File: config.mk
export PLATFORM = sky130hd
export DESIGN_NAME = iomem_uart_master
export DESIGN_NICKNAME = d
export VERILOG_FILES = /design/src/rtl/iomem_uart_master.sv
export SDC_FILE = /design/constraint.sdc
export NUM_CORES = 1
export LEC_CHECK = 0
export BUFFER_PORTS_ARGS = -buffer_cell sky130_fd_sc_hd__buf_2
export CAP_MARGIN = 20
export CORE_ASPECT_RATIO = 1.5
export CORE_MARGIN = 2
export CORE_UTILIZATION = 55
export CTS_BUF_LIST = sky130_fd_sc_hd__clkbuf_2
export DETAILED_ROUTE_END_ITERATION = 16
export PLACE_DENSITY = 0.86
export SLEW_MARGIN = 10
export SYNTH_ARGS = -nofsm -noshare
export SYNTH_HDL_FRONTEND = slang
export SYNTH_SLANG_ARGS = --single-unit
File: constraint.sdc
create_clock -name clk -period 5.4 [get_ports clk]
set_clock_uncertainty 0.15 [all_clocks]
set_input_delay 0.54 -clock clk [delete_from_list [all_inputs] [get_ports clk]]
set_output_delay 0.54 -clock clk [all_outputs]
set_load 0.03 [all_outputs]
File: src/rtl/iomem_uart_master.sv
// Byte-stream to iomem bridge: decodes read/write frames arriving from the UART,
// runs one iomem transaction per frame and streams the result bytes back.
module iomem_uart_master #(
    parameter int TIMEOUT_CYCLES = 1024
) (
    input  logic        clk,
    input  logic        reset,
    input  logic [7:0]  in_data,
    input  logic        in_valid,
    output logic        in_ready,
    output logic [7:0]  out_data,
    output logic        out_valid,
    input  logic        out_ready,
    output logic        iomem_valid,
    input  logic        iomem_ready,
    output logic [3:0]  iomem_wstrb,
    output logic [31:0] iomem_addr,
    output logic [31:0] iomem_wdata,
    input  logic [31:0] iomem_rdata,
    output logic [2:0]  fsm_state
);

    // Handshakes: a byte moves on in/out only on a cycle where valid && ready are
    // both high at the clock edge; the producer holds data stable until then.
    typedef enum logic [2:0] {
        IDLE  = 3'd0,
        ADDR  = 3'd1,
        STRB  = 3'd2,
        WDATA = 3'd3,
        BUS   = 3'd4,
        RESP  = 3'd5
    } state_t;

    localparam int TW = $clog2(TIMEOUT_CYCLES + 1);
    localparam logic [TW-1:0] TC_LAST = TW'(TIMEOUT_CYCLES - 1);

    localparam logic [7:0] CMD_READ  = 8'h52;
    localparam logic [7:0] CMD_WRITE = 8'h57;
    localparam logic [7:0] RSP_ACK   = 8'h4B;
    localparam logic [7:0] RSP_BAD   = 8'h3F;
    localparam logic [7:0] RSP_TMO   = 8'h54;

    state_t        state, state_n;
    logic [1:0]    idx, idx_n;
    logic [TW-1:0] tcnt, tcnt_n;
    logic          is_write, is_write_n;
    logic [23:0]   resp_buf, resp_buf_n;
    logic [1:0]    resp_left, resp_left_n;

    logic          in_ready_n;
    logic [7:0]    out_data_n;
    logic          out_valid_n;
    logic          iomem_valid_n;
    logic [3:0]    wstrb_n;
    logic [31:0]   addr_n;
    logic [31:0]   wdata_n;

    logic in_xfer;
    logic out_xfer;

    assign in_xfer   = in_valid && in_ready;
    assign out_xfer  = out_valid && out_ready;
    assign fsm_state = state;

    always_ff @(posedge clk or posedge reset) begin
        if (reset) begin
            state       <= IDLE;
            idx         <= '0;
            tcnt        <= '0;
            is_write    <= 1'b0;
            resp_buf    <= '0;
            resp_left   <= '0;
            in_ready    <= 1'b0;
            out_data    <= '0;
            out_valid   <= 1'b0;
            iomem_valid <= 1'b0;
            iomem_wstrb <= '0;
            iomem_addr  <= '0;
            iomem_wdata <= '0;
        end else begin
            state       <= state_n;
            idx         <= idx_n;
            tcnt        <= tcnt_n;
            is_write    <= is_write_n;
            resp_buf    <= resp_buf_n;
            resp_left   <= resp_left_n;
            in_ready    <= in_ready_n;
            out_data    <= out_data_n;
            out_valid   <= out_valid_n;
            iomem_valid <= iomem_valid_n;
            iomem_wstrb <= wstrb_n;
            iomem_addr  <= addr_n;
            iomem_wdata <= wdata_n;
        end
    end

    always_comb begin
        state_n     = state;
        idx_n       = idx;
        tcnt_n      = tcnt;
        is_write_n  = is_write;
        resp_buf_n  = resp_buf;
        resp_left_n = resp_left;
        out_data_n  = out_data;
        out_valid_n = out_valid;
        wstrb_n     = iomem_wstrb;
        addr_n      = iomem_addr;
        wdata_n     = iomem_wdata;

        case (state)
            IDLE: begin
                if (in_xfer) begin
                    idx_n = '0;
                    if (in_data == CMD_READ) begin
                        state_n    = ADDR;
                        is_write_n = 1'b0;
                        wstrb_n    = 4'h0;
                    end else if (in_data == CMD_WRITE) begin
                        state_n    = ADDR;
                        is_write_n = 1'b1;
                    end else begin
                        state_n     = RESP;
                        out_valid_n = 1'b1;
                        out_data_n  = RSP_BAD;
                        resp_left_n = 2'd0;
                    end
                end
            end
            ADDR: begin
                if (in_xfer) begin
                    addr_n = {iomem_addr[23:0], in_data};
                    idx_n  = idx + 2'd1;
                    if (idx == 2'd3) begin
                        state_n = is_write ? STRB : BUS;
                    end
                end
            end
            STRB: begin
                if (in_xfer) begin
                    // Upper strobe nibble is don't-care; zero strobes become a bus read.
                    wstrb_n = in_data[3:0];
                    state_n = WDATA;
                end
            end
            WDATA: begin
                if (in_xfer) begin
                    wdata_n = {iomem_wdata[23:0], in_data};
                    idx_n   = idx + 2'd1;
                    if (idx == 2'd3) begin
                        state_n = BUS;
                    end
                end
            end
            BUS: begin
                // Ready on the terminal-count cycle still wins over the timeout.
                if (iomem_ready) begin
                    state_n     = RESP;
                    tcnt_n      = '0;
                    out_valid_n = 1'b1;
                    if (is_write) begin
                        out_data_n  = RSP_ACK;
                        resp_left_n = 2'd0;
                    end else begin
                        out_data_n  = iomem_rdata[31:24];
                        resp_buf_n  = iomem_rdata[23:0];
                        resp_left_n = 2'd3;
                    end
                end else if (tcnt == TC_LAST) begin
                    state_n     = RESP;
                    tcnt_n      = '0;
                    out_valid_n = 1'b1;
                    out_data_n  = RSP_TMO;
                    resp_left_n = 2'd0;
                end else begin
                    tcnt_n = tcnt + 1'b1;
                end
            end
            RESP: begin
                if (out_xfer) begin
                    if (resp_left == 2'd0) begin
                        out_valid_n = 1'b0;
                        state_n     = IDLE;
                    end else begin
                        out_data_n  = resp_buf[23:16];
                        resp_buf_n  = {resp_buf[15:0], 8'h00};
                        resp_left_n = resp_left - 2'd1;
                    end
                end
            end
            default: begin
                state_n = IDLE;
            end
        endcase

        in_ready_n    = (state_n == IDLE) || (state_n == ADDR) ||
                        (state_n == STRB) || (state_n == WDATA);
        iomem_valid_n = (state_n == BUS);
    end

endmodule

# After elaboration in Yosys (flattened, before gate mapping)
# Cells that the tools add are included.
dict set report totals {
  word_cells 119
  output_inout_bits 82
  regBits 122
  in_bits 45
}
dict set report classes {
  muxes 56
  add_sub_neg 3
  reduce_logical 22
  eq_ne 25
}
# op count
set op_table {}
lappend op_table {{$mux 24} 4}
lappend op_table {{$mux 8} 8}
lappend op_table {{$pmux 24 s2} 1}
lappend op_table {{$mux 3} 13}
lappend op_table {{$pmux 8 s3} 1}
lappend op_table {{$mux 11} 2}
lappend op_table {{$mux 2} 10}
lappend op_table {{$ne 2x2->1 const B} 10}
lappend op_table {{$pmux 3 s6} 1}
lappend op_table {{$eq 8x7->1 const B} 2}
lappend op_table {{$reduce_and 7->1} 2}
lappend op_table {{$eq 3x2->1 const B} 4}
lappend op_table {{$mux 4} 3}
lappend op_table {{$add 11x1->11 const B} 1}
lappend op_table {{$eq 11x10->1 const B} 1}
lappend op_table {{$eq 3x3->1 const B} 3}
lappend op_table {{$mux 1} 9}
lappend op_table {{$pmux 4 s2} 1}
lappend op_table {{$reduce_bool 2->1} 4}
lappend op_table {{$eq 3x1->1 const B} 2}
lappend op_table {{$logic_not 3->1} 2}
lappend op_table {{$pmux 2 s3} 1}
lappend op_table {{$reduce_and 3->1} 2}
lappend op_table {{$reduce_and 5->1} 1}
lappend op_table {{other kinds (14)} 18}

# Longest topological paths before layout
dict set report depth {
  word_depth 9
  depth_mapped 8
}

# Worst setup path after synthesis
# Ideal clock, no wire load.
dict set report synth_path {
  path_type {register to register}
  from {register state[2] (netlist: fsm_state[2])}
  to {register out_data[0]}
  setup_time_ns 0.125
  path_buffers 2
  synth_period_minus_slack_ns 2.289
  path_stages_with_launch 7
  setup_slack_ns 3.111
  arrival_time_ns 2.014
  required_ns 5.125
  cell_sequence {dfrtp_1 -> buf_2 -> nor2_1 -> a2111o_1 -> a221o_1 -> buf_6 -> mux2_4}
}
dict set report synth_between {
  elab_chain_len 3
  elab_cells_between_ends 12
  cone_classes {eq/ne (8); mux (1); reduce/logical (3)}
}
# item line
set synth_rtl {}
lappend synth_rtl {{start, declared} 43} ;# state_t state, state_n;
lappend synth_rtl {{start signal, assigned} 81} ;# state <= state_n;
lappend synth_rtl {{$eq 3x3->1 or $logic_not 3->1 (tied branches)} 110} ;# case (state)
lappend synth_rtl {{$ne 3x3->1 (no source line) (tied with other cells)} --}
lappend synth_rtl {{$reduce_and 7->1 (no source line)} --}
lappend synth_rtl {{end signal, assigned} 88} ;# out_data <= out_data_n;
lappend synth_rtl {{end, declared} 11} ;# output logic [7:0] out_data,
# Several ways; a longest one is shown, not always the timed one.
# A chain may end at the register's enable or synchronous reset.

# Worst setup path in the final report
dict set report layout_path {
  from {register state[0] (netlist: fsm_state[0])}
  to {register resp_buf[6]}
}
dict set report layout_between {
  elab_chain_len 3
  elab_cells_between_ends 9
  cone_classes {eq/ne (6); mux (1); reduce/logical (2)}
}
# item line
set layout_rtl {}
lappend layout_rtl {{$eq 3x3->1} 110}
lappend layout_rtl {{$ne 2x2->1 (no source line) or $reduce_bool 2->1 (tied branches)} --}
lappend layout_rtl {{$reduce_and 5->1 (no source line)} --}
lappend layout_rtl {{end signal, assigned} 85} ;# resp_buf <= resp_buf_n;
lappend layout_rtl {{end, declared} 47} ;# logic [23:0] resp_buf, resp_buf_n;
# Several ways; a longest one is shown, not always the timed one.

==> run summary <==
By count the netlist is led by sky130_fd_sc_hd__dfrtp_1 (122), sky130_fd_sc_hd__mux2_2 (64), sky130_fd_sc_hd__nand2_1 (51). The count of cell types in the netlist is 47. The routed wire length is 12.62 mm. The final hold slack came out at 74.41 ps. The post-cts gate resize count came out at 0. STA classifies the critical path startpoint as a register. The via count of the routed design is 4211. Once detail routing completed, the nets flagged for antenna violations numbered 0.

Among all flip-flop cells after synthesis, the most frequent one is sky130_fd_sc_hd__dfrtp_1. The clock tree from TritonCTS is yes. The share of synthesized area in the top cell type comes to 0.5778.

The endpoint of the worst-slack reg-to-reg timing path is resp_buf[6]$_DFFE_PP0P_. The number of filler cells placed in the layout is 640. The CTS sink count is 122. The root buffer cell is sky130_fd_sc_hd__clkbuf_2. The fraction of synthesis flops using an asynchronous set or reset pin came out at 1.000. The hold violation total from the final report came to 0. The number of flops mapped to enable cells by yosys is 0.

The delay of the slowest cell on the worst path is 750 ps. The number of standard cells in the final layout excluding fillers is 730. The number of DRC violations after detailed routing came out at 0. Clock tree synthesis inserted a total of 17 buffers. The total number of yosys warnings is 0. The library cell with the largest summed area after synthesis is sky130_fd_sc_hd__dfrtp_1.

Setup repair after global routing left no endpoint under its margin. In this run the cell area of the synthesized design comes to 5284 µm². The maximum number of pins on one net before global-route repair came out at 75.

Dividing total power by cell area gives a power density of 515.1 nW/µm². Along the worst path, the maximum fanout reaches 24. For this design, the slowest cell found on the critical path is sky130_fd_sc_hd__nor2_1. The initial detailed-routing violation count is 238. The floorplan die width came out at 84.03 µm.

The placeable core region is 9308 µm². The final-report max-slew violation count came out at 0. The path with the worst hold slack has its endpoint at iomem_wstrb[0]$_DFFE_PP0P_. After clock tree synthesis, the clock-pin slew on the worst setup and hold paths is 170 ps.

The initial antenna violation count came out at 0. Of the total synthesized cell area, the portion taken by AND, OR, NAND and NOR gates is 0.1101. In this run, synthesis produced a sequential element count of 122.

In this run the most critical hold path is launched from in_data[0]. The peak clock frequency supported by timing is 328.0 MHz. On the critical path the largest part of the delay comes from simple AND/OR/NAND/NOR gates. The worst reg2reg path depth is 4. After synthesis, the largest family of logic cells by area is multiplexers.

The antenna diode count is 0. The weighted congestion reported at the end of routability-driven placement came out at 0.8120. Walking the worst path, the cells encountered are or3b_2 > nor2_1 > a21oi_1 > a22o_1.

The flow ran to the end, and the final reports show no timing, DRC or antenna violations. The worst path arrival time came out at 3470 ps. The class of the most critical setup path is reg2reg.

In this run the critical register-to-register path is launched from fsm_state[0]$_DFF_PP0_. The fraction of the yosys area taken by sequential cells came out at 0.5778. The worst path needs 3049 ps of the cycle, external delays included. The die is 124.0 µm tall. The transition at the pin with the smallest max-transition slack is 908.3 ps.

The number of primary I/O pins came out at 127. The share of synthesized cell area in full adder, half adder and majority cells is 0.007104. The share of synthesized area spent on multiplexers is 0.1629. The endpoint type of the worst setup path is a register. The first-pass GRT wire length came out at 20.23 mm. The remaining global-route overflow is 0. The net count of the finished layout is 654. The xor/xnor cell area share of the yosys netlist is 0.001658. The combined flip-flop and latch cell area is 3053 µm². The total iterations of the first detailed-routing run is 5. The average wire per cell in the routed design came out at 17.29 µm. The register-to-register path setup slack came out at 2350 ps. In the final layout, the share of cells above drive strength 1 is 0.3867. The logic depth of the worst setup path including buffers is 4. For this run, the total global-route usage over all layers was measured as 0.2481. The cell count after synthesis came out at 448. The row count came out at 43. The H-tree level count came out at 4. Dividing the final minimum period by the clock period gives 0.5646. The compound-cell area share of the yosys netlist was 0.1122.

The total instance count after detailed placement came out at 667. Yosys instantiated no cell more often than sky130_fd_sc_hd__dfrtp_1. The starting density of the core is 0.5677.

The worst hold path stage count is 2. The synthesized area per cell came out at 11.79 µm². The count of maximum capacitance violations is 0.

The number of global-route vias before repair came out at 4235. The path class of the tightest hold or removal check is in2reg. The clock latency on the worst-skew pair is 660 ps. The remaining max-slew budget at the tightest pin came out at 0.3922. The setup total negative slack came out at 0 ps. Setup violations remaining at the end of the flow were counted as 0. The worst endpoint required time came out at 5820 ps.

The design draws 3379 µW. The critical path contains buffers and inverters numbering 0 combined. The area of the multi-input gates is 2091 µm². The post-detailed-route via-to-cell ratio came out at 5.768.

The HPWL reported at the end of detailed placement came out at 8.207 mm. By area the synthesized netlist is led by sky130_fd_sc_hd__dfrtp_1 (58%), sky130_fd_sc_hd__mux2_2 (14%), sky130_fd_sc_hd__nand2_1 (3.6%). The number of buffer cells added on primary ports came out at 126. The layout-stage area growth over the synthesis result came out at 24.18%. The die covers 10420 µm². The maximum buffer depth of the clock tree is 2.

The peak supply drop is 0.0003955 V. The synthesized net count came out at 496. The leakage component of the power is 0.003317 µW.
## logic make-up (layout without fill, tap and decap cells)
group | after synthesis | after routing
DFF | 122 | 122
and+or+nand+nor | 124 | 124
adders and majority gates | 3 | 3
xor gates and xnor gates | 1 | 1
AOI/OAI and AO/OA | 88 | 88
buffers and inverters | 35 | 205
muxes | 75 | 75
## registers in the layout, summed over array words and instances (netlist names)
name and cells:
iomem_wstrb 4, fsm_state 3, iomem_addr 32, out_data 8, in_ready 1, is_write 1
out_valid 1, resp_left 2, tcnt 11, resp_buf 24, iomem_wdata 32, idx 2
iomem_valid 1
## where the power goes
| group | switching [µW] | internal, µW |
|---|---|---|
| clock | 335 | 252 |
| sequential | 232 | 1190 |
| combinational | 827 | 538 |
| total | 1390 | 1990 |
## worst max-delay path by stage
| stage | startpoint | to | slack (ps) |
|---|---|---|---|
| after floorplan | reset | fsm_state[0]$_DFF_PP0_ | 1470 |
| after global placement | fsm_state[0]$_DFF_PP0_ | resp_buf[15]$_DFFE_PP0P_ | 2530 |
| after detailed placement | fsm_state[0]$_DFF_PP0_ | resp_buf[10]$_DFFE_PP0P_ | 2300 |
| final | fsm_state[0]$_DFF_PP0_ | resp_buf[6]$_DFFE_PP0P_ | 2350 |
| after global routing | fsm_state[0]$_DFF_PP0_ | resp_buf[6]$_DFFE_PP0P_ | 2180 |
| after CTS | fsm_state[0]$_DFF_PP0_ | resp_buf[10]$_DFFE_PP0P_ | 2250 |
## cells in the final DEF, fill, tap and decap left out, drive strengths merged, types with 9 or more instances in the layout
master	instances
a22o	16
inv	11
clkbuf	18
nand2	51
buf	131
dfrtp	122
a31oi	17
o21ai	21
nand2b	9
dlygate4sd3	31
a21oi	13
mux2	70
nor2	34
## timing repair
item	CTS	global route
setup buffers	0	0
endpoints found under the hold margin	111	0
hold buffers	31	0
## through the flow
step / cell area [µm²] / setup WS, ps / util
after floorplan: 5284 / 1467 / -
after global placement: 5992 / 2531 / 0.6438
after detailed placement: 5992 / 2297 / 0.6438
after CTS: 6546 / 2249 / 0.7033
after global routing: 6561 / 2182 / 0.7049
final: 6561 / 2351 / 0.7049
## metal layers
layer	wire, µm	GRT usage
met1	4761	0.2796
met2	6742	0.4509
met3	889	0.06362
met4	229	0.09476
met5	0	0
## area by class of cell
class	count	share of cell area
Sequential cell	122	0.4653
Multi-Input combinational cell	291	0.3187
Timing Repair Buffer	162	0.1503
Clock inverter	13	0.02346
Tap cell	112	0.02136
Clock buffer	18	0.01373
Inverter	12	0.007246
(Power assumes the default switching activity.)
